===== src/rtl/mem_trace_collector_pkg.sv =====
// Shared types for the memory-trace collector: the queued event record,
// access-size encodings and the address-window helper used when filtering.
package mem_trace_pkg;

    localparam int TRACE_DATA_LEN = 64;

    localparam logic [2:0] SZ_B = 3'd0;
    localparam logic [2:0] SZ_H = 3'd1;
    localparam logic [2:0] SZ_W = 3'd2;
    localparam logic [2:0] SZ_D = 3'd3;

    // 3 x 64 + 3 + 1 + 1 = 197 bits
    typedef struct packed {
        logic [TRACE_DATA_LEN-1:0] addr;
        logic [TRACE_DATA_LEN-1:0] data;
        logic [TRACE_DATA_LEN-1:0] pc;
        logic [2:0]                size;
        logic                      wr;
        logic                      cached;
    } mem_trace_entry_t;

    // Window end is formed one bit wider so base + size never wraps.
    function automatic logic in_window(input logic [TRACE_DATA_LEN-1:0] a,
                                       input logic [TRACE_DATA_LEN-1:0] base,
                                       input logic [TRACE_DATA_LEN-1:0] size);
        logic [TRACE_DATA_LEN:0] x;
        logic [TRACE_DATA_LEN:0] lo;
        logic [TRACE_DATA_LEN:0] hi;
        x  = {1'b0, a};
        lo = {1'b0, base};
        hi = {1'b0, base} + {1'b0, size};
        return (x >= lo) && (x < hi);
    endfunction

endpackage


===== src/rtl/mem_trace_collector_if.sv =====
// Event-capture and trace-sink signal bundle of the memory-trace collector.
// The collector takes the slave side; whoever feeds it and watches it takes master.
interface mem_trace_collector_if #(
    parameter int DATA_LEN   = 64,
    parameter int DEPTH      = 8,
    parameter int DROP_CNT_W = 32
);
    localparam int CW = $clog2(DEPTH) + 1;

    logic                  a_valid;
    logic [DATA_LEN-1:0]   a_addr;
    logic [DATA_LEN-1:0]   a_data;
    logic [DATA_LEN-1:0]   a_pc;
    logic [2:0]            a_size;
    logic                  a_wr;

    logic                  b_valid;
    logic [DATA_LEN-1:0]   b_addr;
    logic [DATA_LEN-1:0]   b_data;
    logic [DATA_LEN-1:0]   b_pc;
    logic [2:0]            b_size;
    logic                  b_wr;

    logic                  flush;
    logic                  drain_en;

    logic                  mem_req;
    logic [DATA_LEN-1:0]   addr;
    logic [DATA_LEN-1:0]   data;
    logic [DATA_LEN-1:0]   pc;
    logic [2:0]            mem_size;
    logic                  mem_write_read;
    logic                  mem_cached;
    logic [CW-1:0]         count;
    logic                  overflow;
    logic [DROP_CNT_W-1:0] drop_cnt;

    modport master (
        output a_valid, a_addr, a_data, a_pc, a_size, a_wr,
        output b_valid, b_addr, b_data, b_pc, b_size, b_wr,
        output flush, drain_en,
        input  mem_req, addr, data, pc, mem_size, mem_write_read, mem_cached,
        input  count, overflow, drop_cnt
    );

    modport slave (
        input  a_valid, a_addr, a_data, a_pc, a_size, a_wr,
        input  b_valid, b_addr, b_data, b_pc, b_size, b_wr,
        input  flush, drain_en,
        output mem_req, addr, data, pc, mem_size, mem_write_read, mem_cached,
        output count, overflow, drop_cnt
    );

endinterface


===== src/rtl/mem_trace_fifo2w.sv =====
// Two-write / one-read FIFO of trace entries. push0 lands ahead of push1
// when both fire; flush clears pointers and occupancy and swallows that cycle's traffic.
module mem_trace_fifo2w
    import mem_trace_pkg::*;
#(
    parameter int DEPTH = 8
) (
    input  logic                   clock,
    input  logic                   reset,
    input  logic                   push0,
    input  mem_trace_entry_t       din0,
    input  logic                   push1,
    input  mem_trace_entry_t       din1,
    input  logic                   pop,
    input  logic                   flush,
    output mem_trace_entry_t       head,
    output logic [$clog2(DEPTH):0] count
);
    localparam int AW = $clog2(DEPTH);
    localparam int CW = AW + 1;

    mem_trace_entry_t mem [DEPTH];

    logic [AW-1:0] wr_ptr_reg;
    logic [AW-1:0] rd_ptr_reg;
    logic [CW-1:0] count_reg;
    logic [AW-1:0] slot1;
    logic          wr0;
    logic          wr1;
    logic          rd;

    assign wr0   = push0 && !flush;
    assign wr1   = push1 && !flush;
    assign rd    = pop && !flush && (count_reg != '0);
    // The second write takes the slot after the first only when the first is used.
    assign slot1 = wr_ptr_reg + AW'(wr0);

    always_ff @(posedge clock) begin
        if (wr0) mem[wr_ptr_reg] <= din0;
        if (wr1) mem[slot1]      <= din1;
    end

    always_ff @(posedge clock or posedge reset) begin
        if (reset) begin
            wr_ptr_reg <= '0;
            rd_ptr_reg <= '0;
            count_reg  <= '0;
        end else if (flush) begin
            wr_ptr_reg <= '0;
            rd_ptr_reg <= '0;
            count_reg  <= '0;
        end else begin
            wr_ptr_reg <= wr_ptr_reg + AW'(wr0) + AW'(wr1);
            rd_ptr_reg <= rd_ptr_reg + AW'(rd);
            count_reg  <= count_reg + CW'(wr0) + CW'(wr1) - CW'(rd);
        end
    end

    assign head  = mem[rd_ptr_reg];
    assign count = count_reg;

endmodule


===== src/rtl/mem_trace_collector.sv =====
// Collects memory-access events from the cached (A) and uncached (B) LSU ports,
// queues them and emits at most one per cycle; never stalls the CPU, drops and counts instead.
// Optional address-window filter enabled by defining MEM_TRACE_FILTER_EN.
module mem_trace_collector
    import mem_trace_pkg::*;
#(
    parameter int DEPTH      = 8,
    parameter int DATA_LEN   = 64,
    parameter int DROP_CNT_W = 32
`ifdef MEM_TRACE_FILTER_EN
    ,
    parameter logic [DATA_LEN-1:0] FILTER_BASE = 64'h8000_0000,
    parameter logic [DATA_LEN-1:0] FILTER_SIZE = 64'h0800_0000
`endif
) (
    input  logic                  clock,
    input  logic                  reset,
    mem_trace_collector_if.slave  bus
);
    localparam int CW  = $clog2(DEPTH) + 1;
    localparam int DW1 = DROP_CNT_W + 1;

    mem_trace_entry_t      a_entry;
    mem_trace_entry_t      b_entry;
    mem_trace_entry_t      head;
    mem_trace_entry_t      out_reg;
    logic                  mem_req_reg;
    logic                  overflow_reg;
    logic [DROP_CNT_W-1:0] drop_cnt_reg;
    logic [DW1-1:0]        drop_sum;
    logic [CW-1:0]         fifo_count;
    logic [CW-1:0]         free;
    logic                  a_elig;
    logic                  b_elig;
    logic                  a_cand;
    logic                  b_cand;
    logic                  acc_a;
    logic                  acc_b;
    logic                  drop_a;
    logic                  drop_b;
    logic                  pop;

`ifdef MEM_TRACE_FILTER_EN
    assign a_elig = in_window(bus.a_addr[DATA_LEN-1:0], FILTER_BASE, FILTER_SIZE);
    assign b_elig = in_window(bus.b_addr[DATA_LEN-1:0], FILTER_BASE, FILTER_SIZE);
`else
    assign a_elig = 1'b1;
    assign b_elig = 1'b1;
`endif

    assign a_entry = '{addr: bus.a_addr[DATA_LEN-1:0], data: bus.a_data[DATA_LEN-1:0],
                       pc: bus.a_pc[DATA_LEN-1:0], size: bus.a_size, wr: bus.a_wr,
                       cached: 1'b1};
    assign b_entry = '{addr: bus.b_addr[DATA_LEN-1:0], data: bus.b_data[DATA_LEN-1:0],
                       pc: bus.b_pc[DATA_LEN-1:0], size: bus.b_size, wr: bus.b_wr,
                       cached: 1'b0};

    // Free space comes from the registered occupancy only; a pop this cycle
    // does not make room until the next one.
    always_comb begin
        free   = CW'(DEPTH) - fifo_count;
        a_cand = bus.a_valid && a_elig && !bus.flush;
        b_cand = bus.b_valid && b_elig && !bus.flush;
        acc_a  = a_cand && (free >= CW'(1));
        acc_b  = b_cand && (free >= (acc_a ? CW'(2) : CW'(1)));
        drop_a = a_cand && !acc_a;
        drop_b = b_cand && !acc_b;
        pop    = (fifo_count != '0) && bus.drain_en && !bus.flush;
    end

    mem_trace_fifo2w #(.DEPTH(DEPTH)) u_fifo (
        .clock (clock),
        .reset (reset),
        .push0 (acc_a),
        .din0  (a_entry),
        .push1 (acc_b),
        .din1  (b_entry),
        .pop   (pop),
        .flush (bus.flush),
        .head  (head),
        .count (fifo_count)
    );

    assign drop_sum = {1'b0, drop_cnt_reg} + DW1'(drop_a) + DW1'(drop_b);

    always_ff @(posedge clock or posedge reset) begin
        if (reset) begin
            mem_req_reg  <= 1'b0;
            out_reg      <= '0;
            overflow_reg <= 1'b0;
            drop_cnt_reg <= '0;
        end else begin
            mem_req_reg <= pop;
            if (pop) out_reg <= head;
            if (drop_a || drop_b) overflow_reg <= 1'b1;
            drop_cnt_reg <= drop_sum[DW1-1] ? '1 : drop_sum[DROP_CNT_W-1:0];
        end
    end

    assign bus.mem_req        = mem_req_reg;
    assign bus.addr           = out_reg.addr[DATA_LEN-1:0];
    assign bus.data           = out_reg.data[DATA_LEN-1:0];
    assign bus.pc             = out_reg.pc[DATA_LEN-1:0];
    assign bus.mem_size       = out_reg.size;
    assign bus.mem_write_read = out_reg.wr;
    assign bus.mem_cached     = out_reg.cached;
    assign bus.count          = fifo_count;
    assign bus.overflow       = overflow_reg;
    assign bus.drop_cnt       = drop_cnt_reg;

endmodule

===== src/flat_wrapper.sv =====
// flat-port wrapper written by rule: the top's interface ports become plain ports
module mem_trace_collector_flat import mem_trace_pkg::*;
#(
    parameter int DEPTH      = 8,
    parameter int DATA_LEN   = 64,
    parameter int DROP_CNT_W = 32

)
  (clock, reset, bus_a_valid, bus_a_addr, bus_a_data, bus_a_pc, bus_a_size, bus_a_wr, bus_b_valid, bus_b_addr, bus_b_data, bus_b_pc, bus_b_size, bus_b_wr, bus_flush, bus_drain_en, bus_mem_req, bus_addr, bus_data, bus_pc, bus_mem_size, bus_mem_write_read, bus_mem_cached, bus_count, bus_overflow, bus_drop_cnt);
  mem_trace_collector_if #(.DATA_LEN(DATA_LEN), .DEPTH(DEPTH), .DROP_CNT_W(DROP_CNT_W)) bus_i ();
  input  logic clock;
  input  logic reset;
  input wire logic [$bits(bus_i.a_valid)-1:0] bus_a_valid;
  input wire logic [$bits(bus_i.a_addr)-1:0] bus_a_addr;
  input wire logic [$bits(bus_i.a_data)-1:0] bus_a_data;
  input wire logic [$bits(bus_i.a_pc)-1:0] bus_a_pc;
  input wire logic [$bits(bus_i.a_size)-1:0] bus_a_size;
  input wire logic [$bits(bus_i.a_wr)-1:0] bus_a_wr;
  input wire logic [$bits(bus_i.b_valid)-1:0] bus_b_valid;
  input wire logic [$bits(bus_i.b_addr)-1:0] bus_b_addr;
  input wire logic [$bits(bus_i.b_data)-1:0] bus_b_data;
  input wire logic [$bits(bus_i.b_pc)-1:0] bus_b_pc;
  input wire logic [$bits(bus_i.b_size)-1:0] bus_b_size;
  input wire logic [$bits(bus_i.b_wr)-1:0] bus_b_wr;
  input wire logic [$bits(bus_i.flush)-1:0] bus_flush;
  input wire logic [$bits(bus_i.drain_en)-1:0] bus_drain_en;
  output wire logic [$bits(bus_i.mem_req)-1:0] bus_mem_req;
  output wire logic [$bits(bus_i.addr)-1:0] bus_addr;
  output wire logic [$bits(bus_i.data)-1:0] bus_data;
  output wire logic [$bits(bus_i.pc)-1:0] bus_pc;
  output wire logic [$bits(bus_i.mem_size)-1:0] bus_mem_size;
  output wire logic [$bits(bus_i.mem_write_read)-1:0] bus_mem_write_read;
  output wire logic [$bits(bus_i.mem_cached)-1:0] bus_mem_cached;
  output wire logic [$bits(bus_i.count)-1:0] bus_count;
  output wire logic [$bits(bus_i.overflow)-1:0] bus_overflow;
  output wire logic [$bits(bus_i.drop_cnt)-1:0] bus_drop_cnt;
  assign bus_i.a_valid = bus_a_valid;
  assign bus_i.a_addr = bus_a_addr;
  assign bus_i.a_data = bus_a_data;
  assign bus_i.a_pc = bus_a_pc;
  assign bus_i.a_size = bus_a_size;
  assign bus_i.a_wr = bus_a_wr;
  assign bus_i.b_valid = bus_b_valid;
  assign bus_i.b_addr = bus_b_addr;
  assign bus_i.b_data = bus_b_data;
  assign bus_i.b_pc = bus_b_pc;
  assign bus_i.b_size = bus_b_size;
  assign bus_i.b_wr = bus_b_wr;
  assign bus_i.flush = bus_flush;
  assign bus_i.drain_en = bus_drain_en;
  assign bus_mem_req = bus_i.mem_req;
  assign bus_addr = bus_i.addr;
  assign bus_data = bus_i.data;
  assign bus_pc = bus_i.pc;
  assign bus_mem_size = bus_i.mem_size;
  assign bus_mem_write_read = bus_i.mem_write_read;
  assign bus_mem_cached = bus_i.mem_cached;
  assign bus_count = bus_i.count;
  assign bus_overflow = bus_i.overflow;
  assign bus_drop_cnt = bus_i.drop_cnt;
  mem_trace_collector #(.DEPTH(DEPTH), .DATA_LEN(DATA_LEN), .DROP_CNT_W(DROP_CNT_W)) u_core (.clock(clock), .reset(reset), .bus(bus_i));
endmodule

===== config.mk =====
export PLATFORM = sky130hd
export DESIGN_NAME = mem_trace_collector_flat
export DESIGN_NICKNAME = d
export VERILOG_FILES = /design/src/rtl/mem_trace_collector_pkg.sv /design/src/rtl/mem_trace_collector_if.sv /design/src/rtl/mem_trace_fifo2w.sv /design/src/rtl/mem_trace_collector.sv /design/src/flat_wrapper.sv
export SDC_FILE = /design/constraint.sdc
export NUM_CORES = 2
export LEC_CHECK = 0
export BUFFER_PORTS_ARGS = -buffer_cell sky130_fd_sc_hd__buf_2
export CAP_MARGIN = 20
export CORE_ASPECT_RATIO = 0.75
export CORE_MARGIN = 4
export CORE_UTILIZATION = 40
export CTS_CLUSTER_DIAMETER = 30
export DETAILED_ROUTE_END_ITERATION = 10
export GPL_TIMING_DRIVEN = 1
export SLEW_MARGIN = 20
export SYNTH_ARGS = -nofsm -noshare
export SYNTH_HDL_FRONTEND = slang
export SYNTH_SLANG_ARGS = --single-unit

===== constraint.sdc =====
create_clock -name clock -period 12.7 [get_ports clock]
set_input_delay 1.27 -clock clock [delete_from_list [all_inputs] [get_ports clock]]
set_output_delay 1.27 -clock clock [all_outputs]
set_load 0.02 [all_outputs]

==> metrics.md <==
| Metric | Value |
|---|---|
| Status | finished clean |
| Iteration-0 DRC count of the detailed router | ~8300 |
| Fin Hold WS | between 0.4 and 0.5 ns |
| Setup WS post-layout | between 5 and 6 ns |
| Syn Nets | 7865 |
| Largest reg by FF count | u_core.u_fifo.mem |
| Worst Max-Slew Pin Slew | between 1 and 1.5 ns |
| Count of cell types in the netlist | 55 |
| Cell types with the largest area share after synthesis | edfxtp_1 (46%), mux2i_1 (9.7%), mux4_2 (8.8%), dfrtp_1 (6.0%), a211oi_1 (5.8%) |
| Final setup viols | 0 |
| Die W | slightly below 600 um |
| Number of clock buffers inserted by TritonCTS | approximately 400 |
| Antenna violations before repair | 140 |
| Share of final-layout standard cells stronger than drive strength 1 | 0.267 |
| Relative area change from synthesis to final layout | 19.0% |
| Pwr/cell area | 223 nW/um^2 |
| Total global routing overflow | 0 |
| Avg Synthesized Cell Area | about 14 sq um |
| Highest clock frequency the design can meet | around 150 MHz |
| Unrepaired setup endpoints after global routing | false |
| Count of flip-flops with a built-in enable after synthesis | 1568 |
| Fill cells | 21700 |
| Cell Count, Final, Fillers Out | around 12000 |
| Kind of critical path | reg -> reg |
| Commonest cells post-synth | edfxtp_1 (1568), mux2i_1 (983), a211oi_1 (786), o211ai_1 (786), clkbuf_1 (514) |
| Vias | between 70000 and 80000 |
| DRC violation count after routing | 0 |
| Cell area after technology mapping | slightly above 100000 sq um |
| Most used flip-flop cell after synthesis | edfxtp_1 |
| Post-synthesis sequential area ratio | 0.526 |
| Number of violations of the max-capacitance limit | 0 |
| Estimated wirelength of the detail-placed design | 193000 um |
| Quantity of gates resized following cts | 0 |
| Instance area at placement | 106000 sq um |
| Synthesis warning total | 0 |
| Post-CTS Repair Setup Buffers | 0 |
| DR vias/cell | about 6.3 |
| Standard-cell rows | 159 |
| Wire per inst | between 30 and 40 um |
| Top Ports | about 630 |
| # clock sinks | 1817 |
| Final worst path period share | 0.537 |
| FF+latch count, synth | roughly 1800 |
| Most numerous cell in the Yosys netlist | edfxtp_1 |
| Arr. time, crit path | ~7.5 ns |
| Iteration count of the initial detailed-routing pass | 6 |
| Share of the synthesized area in the top cell type | 0.465 |
| Final critical delay including setup and external delays | just under 7 ns |
| Count of hold buffers inserted by post-cts repair | 0 |
| Wire length of the first global-routing pass | about 530000 um |
| Highest ir drop seen on vdd | 0.398 mV |
| Aggregate negative setup slack | 0 ns |
| Placeable core region | 251000 sq um |
| Total Routed Length | 360000 um |
| Number of standard cells after synthesis | around 7400 |
| Fraction of registers with async set/reset | 0.133 |
| Final Wtd Congestion | between 0.8 and 0.9 |
| Number of global-route vias before repair | 74600 |
| HP Class | in -> async |
| Flip-flop count of the largest register after layout | 1576 |
| Floorplan die area | 262000 sq um |
| Die height | about 440 um |
| Crit path max fanout | 95 |
| Kind of start point of the critical path | flop |
| Clock latency reported for the late side of the worst-skew pair | about 0.87 ns |
| Routed Antenna Nets | 0 |
| Required arrival time at the worst endpoint | between 10 and 15 ns |
| Number of H-tree branching levels | 5 |
| Register clock-pin slew on the reported worst setup and hold paths | around 0.050 ns |
| Final Net Count | roughly 8200 |
| Type of element capturing the critical path | flop |
| LEAKAGE | about 46 nW |
| Library cell occupying the most area in the post-synthesis netlist | edfxtp_1 |
| All-layer global routing usage | 0.267 |
| Maximum number of pins on one net before global-route repair | 212 |
| Initial core utilization | 0.403 |
| Clock tree from TritonCTS | yes |
| Tightest slew margin relative to the limit | 0.114 |
| Instance count after placement with tap cells included | between 10000 and 15000 |
| Worst Setup Slack post-DPL | approximately 5.8 ns |
| Final Skew | roughly 0.075 ns |
| Master cell of the clock root buffer | clkbuf_16 |
| Final count of hold timing violations | 0 |
| Final standard cell area without fillers | between 100000 and 150000 sq um |
| Port buffer count | about 630 |
| Pins Over Slew Limit | 0 |
| Clock tree buffer depth | 4 |
-- placed cells by master (no fill, tap or decap), drive strengths merged, types with 52 or more instances in the layout --
master	instances
diode	73
nor2	211
bufinv	52
buf	765
mux4	394
mux2i	983
o211ai	786
mux2	788
a211oi	791
a21oi	208
clkinv	138
edfxtp	1568
inv	424
clkbuf	520
dfrtp	241
-- area by class of cell --
type / count / area [sq um] / share of cell area
well taps: 3381 / 4230 / 0.0351
multi-input cells: 4362 / 42900 / 0.355
clock buffers: 520 / 11100 / 0.0924
inverters: 412 / 1550 / 0.0129
repair buffers: 765 / 4600 / 0.0381
clock inverters: 243 / 2770 / 0.0230
flip-flops and latches: 1817 / 53300 / 0.442
diodes: 73 / 183 / 0.00151
-- routing by layer --
| layer | up-vias | routed length [um] | track usage |
|---|---|---|---|
| met3 | 789 | 32000 | 0.0571 |
| li1 | 30600 | - | - |
| met5 | - | 148 | 0 |
| met2 | 3977 | 167000 | 0.414 |
| met1 | 37600 | 147000 | 0.363 |
| met4 | 26 | 13000 | 0.114 |
-- worst paths after layout --
| kind | depth (start not counted) | end | slack [ns] | start |
|---|---|---|---|---|
| max reg2reg | 18 | u_core.bus.drop_cnt[30]$_DFF_PP0_ | 5.87 | u_core.u_fifo.count[1]$_DFF_PP0_ |
| max in group asynchronous | 5 | u_core.bus.drop_cnt[5]$_DFF_PP0_ | 9.58 | reset |
| min | 2 | u_core.bus.pc[50]$_DFFE_PP0P_ | 0.44 | reset |
| max | 18 | u_core.bus.drop_cnt[30]$_DFF_PP0_ | 5.87 | u_core.u_fifo.count[1]$_DFF_PP0_ |
| min reg2reg | 2 | u_core.u_fifo.mem[2][0]$_SDFFE_PP0P_ | 0.47 | u_core.u_fifo.mem[2][0]$_SDFFE_PP0P_ |
| min in group clock | 2 | u_core.u_fifo.mem[2][0]$_SDFFE_PP0P_ | 0.47 | u_core.u_fifo.mem[2][0]$_SDFFE_PP0P_ |
-- logic make-up after synthesis --
family          synth area share
simple gates              0.0150
compound gates             0.130
flops                      0.526
fa+ha+maj                0.00257
buf+inv                   0.0525
mux                        0.272
xor+xnor                 0.00190
-- worst max-delay path: stages, from the launching register on --
cell	delay [ns]
dfrtp_1	0.45
inv_1	0.13
ha_1	0.21
nand2b_1	0.23
xnor2_2	0.18
buf_4	0.83
o21ai_0	0.32
ha_1	0.36
nand2b_1	0.20
a211o_1	0.45
nor2_1	0.19
nand2_1	0.30
fa_1	0.52
inv_1	0.12
ha_1	0.25
nand3_1	0.23
nor3_1	0.47
nand4_1	0.87
o21ai_0	0.32
-- report_power, final --
part	internal, mW	switching [mW]
sequential	7.63	0.452
combinational	1.94	6.17
clock	7.21	3.46
total	16.8	10.1
-- through the flow --
stage | power, mW | util
floorplan | 13.6 | -
global placement | 16.0 | 0.424
detailed placement | 16.2 | 0.424
CTS | 26.9 | 0.479
global route | 27.8 | 0.480
finish | 26.9 | 0.480
Note: power is estimated with default switching activity, not from simulation.
